[src/rtl/flag_loader.sv]
// flag_loader: byte-serial front end for the 256-bit combinational flag checker.
// Bytes arrive MSB-first over a valid/ready handshake and are shifted into
// the checker input word. Once a frame ends, the word is frozen for SETTLE
// cycles so the checker's ripple network can resolve before `wrong` is
// sampled. The pass/fail result is then held until the host acknowledges it.
//
// state    | meaning
// ---------+---------------------------------------------------------------
// S_LOAD   | accepting bytes; in_ready high; frame ends on in_last or NBYTES
// S_SETTLE | flag frozen; settle down-counter runs to terminal count 1
// S_REPORT | done/pass/len_err held until ack clears them and returns to load

module flag_loader #(
  parameter int NBYTES = 32,
  parameter int SETTLE = 8
) (
  input  logic                  clk,
  input  logic                  rst,
  input  logic                  in_valid,
  output logic                  in_ready,
  input  logic [7:0]            in_data,
  input  logic                  in_last,
  output logic [8*NBYTES-1:0]   flag,
  input  logic [8*NBYTES-1:0]   wrong,
  output logic                  done,
  output logic                  pass,
  output logic                  len_err,
  input  logic                  ack
);

  localparam int W  = 8 * NBYTES;
  localparam int CW = $clog2(NBYTES + 1);
  localparam int SW = $clog2(SETTLE + 1);

  typedef enum logic [1:0] {
    S_LOAD   = 2'd0,
    S_SETTLE = 2'd1,
    S_REPORT = 2'd2
  } state_t;

  state_t          state;
  state_t          state_next;

  logic [CW-1:0]   byte_cnt;
  logic [CW-1:0]   byte_cnt_inc;
  logic [SW-1:0]   settle_cnt;

  logic            accept;
  logic            full_count;
  logic            frame_end;
  logic            len_bad;
  logic            settle_tc;
  logic            release_result;

  // Handshake and frame-termination decode.
  assign in_ready       = (state == S_LOAD);
  assign accept         = in_valid && in_ready;
  assign byte_cnt_inc   = byte_cnt + CW'(1);
  assign full_count     = (byte_cnt_inc == CW'(NBYTES));
  assign frame_end      = accept && (in_last || full_count);
  // Only a frame that ends with in_last on exactly the NBYTES-th byte is well formed.
  assign len_bad        = !(full_count && in_last);
  assign settle_tc      = (state == S_SETTLE) && (settle_cnt == SW'(1));
  assign release_result = (state == S_REPORT) && ack;

  // State register.
  always_ff @(posedge clk or posedge rst) begin
    if (rst) begin
      state <= S_LOAD;
    end else begin
      state <= state_next;
    end
  end

  // Next-state decode; ack outside REPORT falls through untouched.
  always_comb begin
    state_next = state;
    case (state)
      S_LOAD: begin
        if (frame_end) begin
          state_next = S_SETTLE;
        end
      end
      S_SETTLE: begin
        if (settle_tc) begin
          state_next = S_REPORT;
        end
      end
      S_REPORT: begin
        if (ack) begin
          state_next = S_LOAD;
        end
      end
      default: begin
        state_next = S_LOAD;
      end
    endcase
  end

  // Flag shift register: new bytes enter at the bottom so short frames stay right-aligned.
  always_ff @(posedge clk or posedge rst) begin
    if (rst) begin
      flag <= '0;
    end else if (release_result) begin
      flag <= '0;
    end else if (accept) begin
      flag <= (flag << 8) | W'(in_data);
    end
  end

  // Byte counter; frame_end fires no later than NBYTES so it never exceeds NBYTES.
  always_ff @(posedge clk or posedge rst) begin
    if (rst) begin
      byte_cnt <= '0;
    end else if (release_result) begin
      byte_cnt <= '0;
    end else if (accept) begin
      byte_cnt <= byte_cnt_inc;
    end
  end

  // Settle down-counter: loaded at frame end, parks at the terminal count of 1.
  always_ff @(posedge clk or posedge rst) begin
    if (rst) begin
      settle_cnt <= '0;
    end else if (frame_end) begin
      settle_cnt <= SW'(SETTLE);
    end else if ((state == S_SETTLE) && (settle_cnt != SW'(1))) begin
      settle_cnt <= settle_cnt - SW'(1);
    end
  end

  // Length error is captured at frame end and held through REPORT.
  always_ff @(posedge clk or posedge rst) begin
    if (rst) begin
      len_err <= 1'b0;
    end else if (release_result) begin
      len_err <= 1'b0;
    end else if (frame_end) begin
      len_err <= len_bad;
    end
  end

  // Result capture: wrong is sampled exactly once, at the settle terminal count.
  always_ff @(posedge clk or posedge rst) begin
    if (rst) begin
      done <= 1'b0;
      pass <= 1'b0;
    end else if (release_result) begin
      done <= 1'b0;
      pass <= 1'b0;
    end else if (settle_tc) begin
      done <= 1'b1;
      pass <= (wrong == '0) && !len_err;
    end
  end

endmodule

[config.mk]
export PLATFORM = sky130hd
export DESIGN_NAME = flag_loader
export DESIGN_NICKNAME = d
export VERILOG_FILES = /design/src/rtl/flag_loader.sv
export SDC_FILE = /design/constraint.sdc
export NUM_CORES = 1
export LEC_CHECK = 0
export ABC_AREA = 1
export CAP_MARGIN = 20
export CELL_PAD_IN_SITES_DETAIL_PLACEMENT = 2
export CELL_PAD_IN_SITES_GLOBAL_PLACEMENT = 2
export CORE_MARGIN = 4
export CORE_UTILIZATION = 25
export CTS_BUF_LIST = sky130_fd_sc_hd__clkbuf_8 sky130_fd_sc_hd__clkbuf_16
export DETAILED_ROUTE_END_ITERATION = 16
export PLACE_DENSITY_LB_ADDON = 0.1
export SYNTH_ARGS = -nofsm -noshare
export SYNTH_HDL_FRONTEND = slang
export SYNTH_SLANG_ARGS = --single-unit
[constraint.sdc]
create_clock -name clk -period 22.3 [get_ports clk]
set_input_delay 2.23 -clock clk [delete_from_list [all_inputs] [get_ports clk]]
set_output_delay 2.23 -clock clk [all_outputs]
set_load 0.1 [all_outputs]
==> impl_metrics.xml, run 1 <==
<?xml version="1.0" encoding="UTF-8"?>
<metrics>
  <group name="setup_path">
    <metric name="reg2reg_from" unit="">state[0]</metric>
    <metric name="worstPathArrival" unit="ns">2.40</metric>
    <metric name="setup.worst_path.class" unit="">flop to output port</metric>
    <metric name="setup.worst_path.start_class" unit="">flop</metric>
    <metric name="reg2reg_to" unit="">flag[2]</metric>
    <metric name="crit_required" unit="ns">20.07</metric>
    <metric name="critical_path_peak_fanout" unit="">4</metric>
    <metric name="reg2reg_depth" unit="">5</metric>
    <metric name="critical_path.endpoint_type" unit="">output port</metric>
    <metric name="setup.reg_to_reg.worst_slack" unit="ns">19.21</metric>
  </group>
  <group name="timing">
    <metric name="period_minus_ws_final" unit="ns">4.63</metric>
    <metric name="report.final.slew_viol_count" unit="">0</metric>
    <metric name="share_of_the_cycle_needed_by_the_critical_path_after_routing" unit="%">20.8</metric>
    <metric name="timing.slew.headroom" unit="%">20.6</metric>
    <metric name="rsz0062_at_grt" unit="">no</metric>
    <metric name="timing_hold_violations_final" unit="">0</metric>
    <metric name="worst_clock_skew" unit="ns">0.0286</metric>
    <metric name="achievable-frequency" unit="MHz">216</metric>
    <metric name="finalSetupViolations" unit="">0</metric>
    <metric name="max_slew.worst_pin.slew" unit="ns">1.19</metric>
    <metric name="totalNegativeSetupSlack" unit="ns">0</metric>
  </group>
  <group name="drt">
    <metric name="detail_route.vias_per_cell" unit="">4.54</metric>
    <metric name="drt_pre_antenna_iters" unit="">4</metric>
    <metric name="drt.antenna.violating_nets" unit="">0</metric>
    <metric name="drt_first_iter_violations" unit="">382</metric>
    <metric name="finalWirelength" unit="mm">51.7</metric>
    <metric name="num_vias" unit="">10657</metric>
    <metric name="drc" unit="">0</metric>
    <metric name="routed_wire_length_per_instance" unit="µm">22.0</metric>
  </group>
  <group name="floorplanning">
    <metric name="core_area" unit="µm²">44500</metric>
    <metric name="die_h" unit="µm">221</metric>
    <metric name="top_level_ports" unit="">529</metric>
    <metric name="floorplan.rows" unit="">77</metric>
    <metric name="initial_core_util" unit="%">25.4</metric>
    <metric name="die_area" unit="µm²">48700</metric>
    <metric name="floorplan.die.width" unit="µm">221</metric>
  </group>
  <group name="logic_synthesis">
    <metric name="ys_async_sr_fraction" unit="%">100</metric>
    <metric name="synthXorXnorAreaFrac" unit="%">0.464</metric>
    <metric name="post_synth_and_or_nand_nor_area_fraction" unit="%">14.1</metric>
    <metric name="number_of_enable_type_register_cells_in_the_synthesized_netlist" unit="">0</metric>
    <metric name="synth_compound_gate_area_share" unit="%">15.1</metric>
    <metric name="synth_top_family_by_area" unit="">compound AO/OA/AOI/OAI gates</metric>
    <metric name="syn_nets" unit="">1485</metric>
    <metric name="synthAdderAreaFrac" unit="%">0.332</metric>
    <metric name="ys_dominant_reg_cell" unit="">sky130_fd_sc_hd__dfrtp_1</metric>
    <metric name="yosys_warnings" unit="">0</metric>
    <metric name="netlist_instances" unit="">1213</metric>
    <metric name="syn_avg_cell_area" unit="µm²">9.33</metric>
    <metric name="netlist_area" unit="µm²">11300</metric>
    <metric name="synth_mux_area_share" unit="%">0</metric>
    <metric name="yosys_register_bits" unit="">271</metric>
    <metric name="synth_seq_area_share" unit="%">59.9</metric>
    <metric name="synth_cell_type_count" unit="">25</metric>
  </group>
  <group name="placement">
    <metric name="gp_congestion" unit="">0.756</metric>
    <metric name="placement.io_buffers" unit="">528</metric>
    <metric name="hpwlAfterDp" unit="mm">39.3</metric>
  </group>
  <group name="clock_tree">
    <metric name="cts.sinks" unit="">271</metric>
    <metric name="cts_resized" unit="">0</metric>
    <metric name="cts_max_level" unit="">2</metric>
    <metric name="tritoncts" unit="">yes</metric>
    <metric name="cts_hold_buffers" unit="">0</metric>
    <metric name="insertion_delay" unit="ns">0.54</metric>
    <metric name="clock_tree.root_cell" unit="">sky130_fd_sc_hd__clkbuf_16</metric>
    <metric name="cts_buffers" unit="">34</metric>
    <metric name="cts_setup_buffers" unit="">0</metric>
    <metric name="cts_buffer_depth" unit="">3</metric>
    <metric name="clkTransAtPathRegs" unit="ns">0.06</metric>
  </group>
  <group name="grt">
    <metric name="grt_use_total" unit="%">20.4</metric>
    <metric name="via_count_of_the_first_global_routing_pass" unit="">12005</metric>
    <metric name="grt_pass1_wl" unit="mm">75.1</metric>
    <metric name="grt-ovfl-total" unit="">0</metric>
    <metric name="grt_max_degree" unit="">142</metric>
    <metric name="grt_antenna_before_repair" unit="">13</metric>
  </group>
  <group name="hold_path">
    <metric name="worstHoldStart" unit="">flag[251]</metric>
    <metric name="worst_hold_path.endpoint" unit="">flag[251]</metric>
    <metric name="hold_path.class" unit="">flop to flop</metric>
    <metric name="min_delay_path_depth" unit="">2</metric>
  </group>
  <group name="finish">
    <metric name="num-fill-cells" unit="">4816</metric>
    <metric name="areaGrowthSynthToFinish" unit="%">60.9</metric>
    <metric name="postLayoutCoreUtil" unit="%">40.9</metric>
    <metric name="drive_gt1_share" unit="%">5.44</metric>
    <metric name="layout.nets" unit="">1994</metric>
  </group>
  <group name="flow_run">
    <metric name="max_cap_viol" unit="">0</metric>
  </group>
  <group name="status">
    <metric name="status" unit="">complete, no violations</metric>
  </group>
</metrics>
## cells in the final DEF (no fill, tap or decap), types with 2 or more instances in the layout
master	Yosys	routed
sky130_fd_sc_hd__diode_2	0	10
sky130_fd_sc_hd__nand2_1	191	190
sky130_fd_sc_hd__inv_2	4	4
sky130_fd_sc_hd__dfrtp_1	271	271
sky130_fd_sc_hd__nand3_1	30	30
sky130_fd_sc_hd__clkbuf_8	0	8
sky130_fd_sc_hd__o22ai_2	30	30
sky130_fd_sc_hd__buf_4	15	6
sky130_fd_sc_hd__a22o_1	2	2
sky130_fd_sc_hd__clkbuf_16	0	34
sky130_fd_sc_hd__o21ai_0	59	59
sky130_fd_sc_hd__inv_1	205	217
sky130_fd_sc_hd__xor2_1	6	6
sky130_fd_sc_hd__clkdlybuf4s50_1	0	527
sky130_fd_sc_hd__inv_6	0	2
sky130_fd_sc_hd__o22ai_1	153	153
sky130_fd_sc_hd__ha_1	3	3
sky130_fd_sc_hd__nor2_1	178	178
sky130_fd_sc_hd__o21ai_1	9	9
sky130_fd_sc_hd__nand4_1	4	4
## worst max-delay path: stages, from the launching register on
cell and delay (ns):
sky130_fd_sc_hd__dfrtp_1 0.43, sky130_fd_sc_hd__nor2_2 0.23, sky130_fd_sc_hd__clkdlybuf4s50_1 1.21
## cells in the mapped netlist (3+ instances only)
| cell type | instances | area share (%) |
|---|---|---|
| sky130_fd_sc_hd__dfrtp_1 | 271 | 60 |
| sky130_fd_sc_hd__inv_1 | 205 | 6.8 |
| sky130_fd_sc_hd__nand2_1 | 191 | 6.3 |
| sky130_fd_sc_hd__nor2_1 | 178 | 5.9 |
| sky130_fd_sc_hd__o22ai_1 | 153 | 8.5 |
| sky130_fd_sc_hd__o21ai_0 | 59 | 2.6 |
| sky130_fd_sc_hd__nand3_1 | 30 | 1.3 |
| sky130_fd_sc_hd__o22ai_2 | 30 | 3.3 |
| sky130_fd_sc_hd__buf_2 | 24 | 1.1 |
| sky130_fd_sc_hd__clkbuf_1 | 17 | 0.56 |
| sky130_fd_sc_hd__buf_4 | 15 | 1.0 |
| sky130_fd_sc_hd__o21ai_1 | 9 | 0.40 |
| sky130_fd_sc_hd__xor2_1 | 6 | 0.46 |
| sky130_fd_sc_hd__buf_6 | 5 | 0.50 |
| sky130_fd_sc_hd__inv_2 | 4 | 0.13 |
| sky130_fd_sc_hd__nand4_1 | 4 | 0.22 |
| sky130_fd_sc_hd__ha_1 | 3 | 0.33 |
## registers in the layout (all words and copies together) (netlist names)
register    count
byte_cnt        6
done            1
flag          256
len_err         1
pass            1
settle_cnt      4
state           2
## metal layers
metal / vias up / share of wire [%] / GRT usage, %
met5: - / 0.050 / 0
met4: 4 / 2.1 / 6.10
met3: 60 / 9.3 / 7.95
met2: 323 / 53 / 37.8
met1: 5315 / 36 / 21.2
li1: 4955 / - / -
## area by class of cell
cell class	count	area [µm²]	share of cell area (%)
flip-flops and latches	271	6780	37.3
repair buffers	534	5340	29.3
multi-input cells	672	3410	18.7
clock buffers	42	961	5.28
inverters	209	792	4.35
well taps	592	741	4.07
clock inverters	19	151	0.832
diodes	10	25.0	0.137
## cells by family (layout without fill, tap and decap cells)
kind of cell | after synthesis | in the layout
DFF | 271 | 271
xor gates and xnor gates | 6 | 6
AOI/OAI and AO/OA | 256 | 256
buffers and inverters | 270 | 804
other | 0 | 10
adders and majority gates | 3 | 3
and+or+nand+nor | 407 | 407
## metrics by stage
step / area (µm²) / setup WS, ns / hold WS (ns) / instances
after global routing: 18200 / 17.45 / 0.507 / 2349
after detailed placement: 17100 / 17.12 / 0.467 / 2278
after CTS: 18200 / 17.61 / 0.482 / 2339
after floorplan: 11300 / 12.60 / 0.469 / 1213
final: 18200 / 17.67 / 0.478 / 2349
after global placement: 17100 / 17.18 / 0.464 / 2278
## worst max path at each step
| stage | from | endpoint | slack [ns] |
|---|---|---|---|
| floorplan | rst | byte_cnt[0] | 12.60 |
| global placement | in_valid | flag[2] | 17.18 |
| detailed placement | in_valid | flag[92] | 17.12 |
| CTS | in_valid | flag[2] | 17.61 |
| global route | in_valid | flag[2] | 17.45 |
| finish | state[0] | in_ready | 17.67 |
Power of run 1 is not shown: default switching activity piles up to over one toggle a cycle in this logic, so the estimate is an artifact.
==> run 2: changes to the inputs <==
Settings changed: CORE_UTILIZATION 25 to 21.
Clock period 22.3 ns to 3.8 ns, I/O delays scaled along.
==> run 2 against run 1 <==
Against the previous run:
- hold slack lost 0.23 ns
- flip-flop and latch count is the same
- final cell count grew 4.1%
- wire length grew 4.6%
- non-clock buffer count grew 6
- die area grew 18%
- via count shrank 0.68%
- first-iteration DRC count grew 3.7%
- highest routed layer unchanged
==> impl_metrics.xml, run 2 (synthesis results as in run 1) <==
<?xml version="1.0" encoding="UTF-8"?>
<metrics>
  <group name="setup_path">
    <metric name="reg2reg_to" unit="">flag[214]</metric>
    <metric name="crit_required" unit="ns">3.42</metric>
    <metric name="worst-path-buf-inv" unit="">1</metric>
    <metric name="setup.reg_to_reg.worst_slack" unit="ns">1.32</metric>
    <metric name="worstPathArrival" unit="ns">2.42</metric>
    <metric name="critical_path.endpoint_type" unit="">output port</metric>
    <metric name="critical_path_peak_fanout" unit="">4</metric>
    <metric name="setup.worst_path.class" unit="">flop to output port</metric>
    <metric name="setup.worst_path.start_class" unit="">flop</metric>
    <metric name="reg2reg_from" unit="">state[0]</metric>
    <metric name="critical-path-top-delay-family" unit="">buffers and inverters</metric>
    <metric name="slowest_delay" unit="ns">1.22</metric>
    <metric name="reg2reg_depth" unit="">6</metric>
    <metric name="cp_cell_sequence" unit="">nor2_2 -&gt; clkdlybuf4s50_1</metric>
    <metric name="crit_slowest_cell" unit="">sky130_fd_sc_hd__clkdlybuf4s50_1</metric>
  </group>
  <group name="placement">
    <metric name="placement.io_buffers" unit="">528</metric>
    <metric name="hpwlAfterDp" unit="mm">41.5</metric>
    <metric name="gp_congestion" unit="">0.757</metric>
    <metric name="place_inst" unit="">2380</metric>
  </group>
  <group name="timing">
    <metric name="finalSetupViolations" unit="">0</metric>
    <metric name="report.final.slew_viol_count" unit="">0</metric>
    <metric name="max_slew.worst_pin.slew" unit="ns">1.18</metric>
    <metric name="period_minus_ws_final" unit="ns">2.80</metric>
    <metric name="totalNegativeSetupSlack" unit="ns">0</metric>
    <metric name="achievable-frequency" unit="MHz">357</metric>
    <metric name="share_of_the_cycle_needed_by_the_critical_path_after_routing" unit="%">73.8</metric>
    <metric name="timing.slew.headroom" unit="%">21.0</metric>
    <metric name="rsz0062_at_grt" unit="">no</metric>
    <metric name="worst_clock_skew" unit="ns">0.0137</metric>
    <metric name="timing_hold_violations_final" unit="">0</metric>
    <metric name="timing.hold.ws" unit="ns">0.243</metric>
  </group>
  <group name="clock_tree">
    <metric name="cts.sinks" unit="">271</metric>
    <metric name="cts_setup_buffers" unit="">0</metric>
    <metric name="tritoncts" unit="">yes</metric>
    <metric name="cts_hold_buffers" unit="">0</metric>
    <metric name="clkTransAtPathRegs" unit="ns">0.06</metric>
    <metric name="insertion_delay" unit="ns">0.52</metric>
    <metric name="cts_buffer_depth" unit="">3</metric>
    <metric name="clock_tree.root_cell" unit="">sky130_fd_sc_hd__clkbuf_16</metric>
    <metric name="cts_buffers" unit="">35</metric>
    <metric name="cts_resized" unit="">0</metric>
    <metric name="cts_max_level" unit="">2</metric>
  </group>
  <group name="finish">
    <metric name="register_area" unit="µm²">6780</metric>
    <metric name="top_regs" unit="">flag (256), byte_cnt (6), settle_cnt (4)</metric>
    <metric name="max_reg_flops" unit="">256</metric>
    <metric name="multi_input_logic_area" unit="µm²">3410</metric>
    <metric name="layout.nets" unit="">2001</metric>
    <metric name="num-fill-cells" unit="">5756</metric>
    <metric name="mostFrequentLayoutCell" unit="">sky130_fd_sc_hd__clkdlybuf4s50_1</metric>
    <metric name="postLayoutCoreUtil" unit="%">34.8</metric>
    <metric name="largest_register" unit="">flag</metric>
    <metric name="layout.cells.most_common_list" unit="">sky130_fd_sc_hd__clkdlybuf4s50_1 (527), sky130_fd_sc_hd__dfrtp_1 (271), sky130_fd_sc_hd__inv_1 (210)</metric>
    <metric name="stdcell_count" unit="">2445</metric>
    <metric name="areaGrowthSynthToFinish" unit="%">62.8</metric>
    <metric name="drive_gt1_share" unit="%">6.16</metric>
  </group>
  <group name="floorplanning">
    <metric name="initial_core_util" unit="%">21.4</metric>
    <metric name="core_area" unit="µm²">53000</metric>
    <metric name="floorplan.rows" unit="">84</metric>
    <metric name="die_h" unit="µm">240</metric>
    <metric name="die_area" unit="µm²">57700</metric>
    <metric name="floorplan.die.width" unit="µm">240</metric>
    <metric name="top_level_ports" unit="">529</metric>
  </group>
  <group name="drt">
    <metric name="routed_wire_length_per_instance" unit="µm">22.1</metric>
    <metric name="drt.antenna.violating_nets" unit="">0</metric>
    <metric name="drt_pre_antenna_iters" unit="">4</metric>
    <metric name="detail_route.vias_per_cell" unit="">4.33</metric>
    <metric name="finalWirelength" unit="mm">54.1</metric>
    <metric name="num_vias" unit="">10585</metric>
    <metric name="drc" unit="">0</metric>
    <metric name="drt_first_iter_violations" unit="">396</metric>
  </group>
  <group name="hold_path">
    <metric name="hold_path.class" unit="">input pin to asynchronous set/reset pin</metric>
  </group>
  <group name="flow_run">
    <metric name="max_cap_viol" unit="">0</metric>
  </group>
  <group name="grt">
    <metric name="grt_use_total" unit="%">18.0</metric>
    <metric name="via_count_of_the_first_global_routing_pass" unit="">11825</metric>
    <metric name="grt_pass1_wl" unit="mm">78.3</metric>
    <metric name="grt_antenna_before_repair" unit="">4</metric>
    <metric name="grt-ovfl-total" unit="">0</metric>
    <metric name="grt_max_degree" unit="">187</metric>
  </group>
  <group name="status">
    <metric name="status" unit="">complete, no violations</metric>
  </group>
</metrics>
==> run 2: final cells by class <==
cell class	instances	area share [%]
Sequential cell	271	36.8
Timing Repair Buffer	540	29.6
Multi-Input combinational cell	672	18.5
Clock buffer	46	5.58
Tap cell	688	4.67
Inverter	209	4.28
Clock inverter	15	0.523
Antenna cell	4	0.0543
==> run 2: through the flow <==
stage                     instance area (µm²)  worst slack [ns]
after global placement                  17300              1.07
after floorplan                         11300            -0.161
after detailed placement                17300             0.970
after global routing                    18400             0.895
after CTS                               18400             0.932
final                                   18400             0.997
==> run 2: how the worst max path moves through the flow <==
| stage | end | start | cells after the start |
|---|---|---|---|
| floorplan | byte_cnt[0] | rst | 1 |
| detailed placement | flag[240] | in_valid | 6 |
| global route | in_ready | state[0] | 2 |
| finish | in_ready | state[0] | 2 |
| CTS | in_ready | state[0] | 2 |
| global placement | flag[255] | in_valid | 5 |
==> run 2: routing by layer <==
layer / part of all wire [%] / GRT usage, % / wire length [µm]
met5: 0.041 / 0 / 22
met2: 53 / 33.9 / 28400
met4: 1.9 / 3.66 / 1030
met3: 9.6 / 7.31 / 5220
met1: 36 / 18.9 / 19400
Power of run 2 is left out for the same reason.
==> run 3: changes to the inputs <==
Clock period 3.8 ns to 2.5 ns, I/O delays scaled along.
==> run 3 against run 2 <==
Against the previous run:
- wire length up 1.3%
- sequential share of layout area up 1.3 points
- die area unchanged
- highest routed layer unchanged
==> impl_metrics.xml, run 3 (synthesis results as in run 1) <==
<?xml version="1.0" encoding="UTF-8"?>
<metrics>
  <group name="status">
    <metric name="status" unit="">complete, no violations</metric>
  </group>
  <group name="setup_path">
    <metric name="critical_path_peak_fanout" unit="">47</metric>
    <metric name="worstPathArrival" unit="ns">2.16</metric>
    <metric name="reg2reg_from" unit="">state[0]</metric>
    <metric name="reg2reg_depth" unit="">5</metric>
    <metric name="reg2reg_to" unit="">flag[170]</metric>
    <metric name="setup.worst_path.start_class" unit="">flop</metric>
    <metric name="setup.worst_path.class" unit="">flop to flop</metric>
    <metric name="critical_path.endpoint_type" unit="">flop</metric>
    <metric name="termination_of_the_worst_setup_path" unit="">flag[170]</metric>
    <metric name="crit_required" unit="ns">2.86</metric>
    <metric name="setup.reg_to_reg.worst_slack" unit="ns">0.70</metric>
    <metric name="startpoint" unit="">state[0]</metric>
  </group>
  <group name="finish">
    <metric name="postLayoutCoreUtil" unit="%">33.6</metric>
    <metric name="num-fill-cells" unit="">5890</metric>
    <metric name="drive_gt1_share" unit="%">20.7</metric>
    <metric name="largest_register" unit="">flag</metric>
    <metric name="layout.nets" unit="">2003</metric>
    <metric name="top_regs" unit="">flag (256), byte_cnt (6), settle_cnt (4)</metric>
    <metric name="max_reg_flops" unit="">256</metric>
    <metric name="stdcell_count" unit="">2445</metric>
    <metric name="areaGrowthSynthToFinish" unit="%">57.1</metric>
    <metric name="layout.cells.most_common_list" unit="">sky130_fd_sc_hd__dfrtp_1 (271), sky130_fd_sc_hd__clkdlybuf4s50_1 (268), sky130_fd_sc_hd__buf_4 (266)</metric>
    <metric name="mostFrequentLayoutCell" unit="">sky130_fd_sc_hd__dfrtp_1</metric>
  </group>
  <group name="grt">
    <metric name="grt_pass1_wl" unit="mm">78.8</metric>
    <metric name="grt_max_degree" unit="">131</metric>
    <metric name="grt_antenna_before_repair" unit="">5</metric>
    <metric name="via_count_of_the_first_global_routing_pass" unit="">11887</metric>
    <metric name="grt-ovfl-total" unit="">0</metric>
    <metric name="grt_use_total" unit="%">18.2</metric>
  </group>
  <group name="timing">
    <metric name="worst_clock_skew" unit="ns">0.0201</metric>
    <metric name="timing_hold_violations_final" unit="">0</metric>
    <metric name="max_slew.worst_pin.slew" unit="ns">0.831</metric>
    <metric name="achievable-frequency" unit="MHz">555</metric>
    <metric name="timing.slew.headroom" unit="%">44.5</metric>
    <metric name="share_of_the_cycle_needed_by_the_critical_path_after_routing" unit="%">72.0</metric>
    <metric name="report.final.slew_viol_count" unit="">0</metric>
    <metric name="period_minus_ws_final" unit="ns">1.80</metric>
    <metric name="rsz0062_at_grt" unit="">no</metric>
    <metric name="finalSetupViolations" unit="">0</metric>
    <metric name="timing.hold.ws" unit="ns">0.291</metric>
  </group>
  <group name="drt">
    <metric name="num_vias" unit="">10641</metric>
    <metric name="drc" unit="">0</metric>
    <metric name="routed_wire_length_per_instance" unit="µm">22.4</metric>
    <metric name="drt_pre_antenna_iters" unit="">4</metric>
    <metric name="finalWirelength" unit="mm">54.8</metric>
    <metric name="drt.antenna.violating_nets" unit="">0</metric>
    <metric name="detail_route.vias_per_cell" unit="">4.35</metric>
    <metric name="drt_first_iter_violations" unit="">432</metric>
  </group>
  <group name="clock_tree">
    <metric name="insertion_delay" unit="ns">0.52</metric>
    <metric name="cts_hold_buffers" unit="">1</metric>
    <metric name="cts.sinks" unit="">271</metric>
    <metric name="cts_max_level" unit="">2</metric>
    <metric name="cts_setup_buffers" unit="">0</metric>
    <metric name="cts_resized" unit="">0</metric>
    <metric name="clock_tree.root_cell" unit="">sky130_fd_sc_hd__clkbuf_16</metric>
    <metric name="cts_buffers" unit="">34</metric>
    <metric name="tritoncts" unit="">yes</metric>
    <metric name="clkTransAtPathRegs" unit="ns">0.06</metric>
    <metric name="cts_buffer_depth" unit="">3</metric>
  </group>
  <group name="floorplanning">
    <metric name="top_level_ports" unit="">529</metric>
    <metric name="core_area" unit="µm²">53000</metric>
    <metric name="die_area" unit="µm²">57700</metric>
    <metric name="die_h" unit="µm">240</metric>
    <metric name="initial_core_util" unit="%">21.4</metric>
    <metric name="floorplan.rows" unit="">84</metric>
    <metric name="floorplan.die.width" unit="µm">240</metric>
  </group>
  <group name="placement">
    <metric name="gp_congestion" unit="">0.825</metric>
    <metric name="placement.io_buffers" unit="">528</metric>
    <metric name="place_inst" unit="">2382</metric>
    <metric name="hpwlAfterDp" unit="mm">42.3</metric>
  </group>
  <group name="flow_run">
    <metric name="max_cap_viol" unit="">0</metric>
  </group>
  <group name="hold_path">
    <metric name="hold_path.class" unit="">input pin to flop</metric>
  </group>
</metrics>
## run 3: cell types whose count changed in the layout (fill, tap and decap cells not counted), sizes merged
cell           before  now
buf                13  274
clkdlybuf4s50     527  268
clkinv              7    2
inv               215  220
diode               4    2
bufinv              1    0
clkbuf             46   45
clkinvlp            1    2
dlygate4sd3         0    1
## run 3: routing by layer
| layer | routed length, µm | vias to the layer above | GRT usage (%) |
|---|---|---|---|
| li1 | - | 4956 | - |
| met1 | 20400 | 5305 | 19.7 |
| met2 | 29000 | 322 | 34.2 |
| met3 | 4640 | 54 | 6.52 |
| met4 | 784 | 4 | 3.64 |
| met5 | 22 | - | 0 |
## run 3: metrics by stage
stage | TNS [ns] | cell area (µm²) | worst slack [ns]
6_report | 0 | 17800 | 0.699
5_1_grt | 0 | 17800 | 0.534
4_1_cts | 0 | 17800 | 0.651
3_5_place_dp | 0 | 16700 | 0.402
3_3_place_gp | 0 | 16700 | 0.446
2_1_floorplan | -360.82 | 11300 | -1.33
## run 3: worst min path at each step
stage / to / cells past startpoint / startpoint / slack, ns
2_1_floorplan: state[1] / 1 / ack / 0.34
3_3_place_gp: flag[254] / 2 / flag[254] / 0.46
3_5_place_dp: flag[253] / 2 / flag[253] / 0.47
5_1_grt: flag[5] / 3 / in_data[5] / 0.29
6_report: flag[7] / 3 / in_data[7] / 0.29
4_1_cts: flag[7] / 3 / in_data[7] / 0.26
## run 3: area by class of cell
cell class / instances / area (µm²) / share of cell area (%)
well taps: 688 / 861 / 4.84
flip-flops and latches: 271 / 6780 / 38.1
clock inverters: 15 / 67.6 / 0.380
repair buffers: 543 / 4850 / 27.3
clock buffers: 45 / 1010 / 5.70
multi-input cells: 672 / 3410 / 19.2
diodes: 2 / 5.00 / 0.0281
inverters: 209 / 788 / 4.43
## run 3: critical path: stages, from the launching register on
cell and delay (ns):
sky130_fd_sc_hd__dfrtp_1 0.43, sky130_fd_sc_hd__nor3b_2 0.32, sky130_fd_sc_hd__inv_2 0.12, sky130_fd_sc_hd__nand2_8 0.10
sky130_fd_sc_hd__buf_4 0.50, sky130_fd_sc_hd__o22ai_1 0.15
Power of run 3 is left out for the same reason.
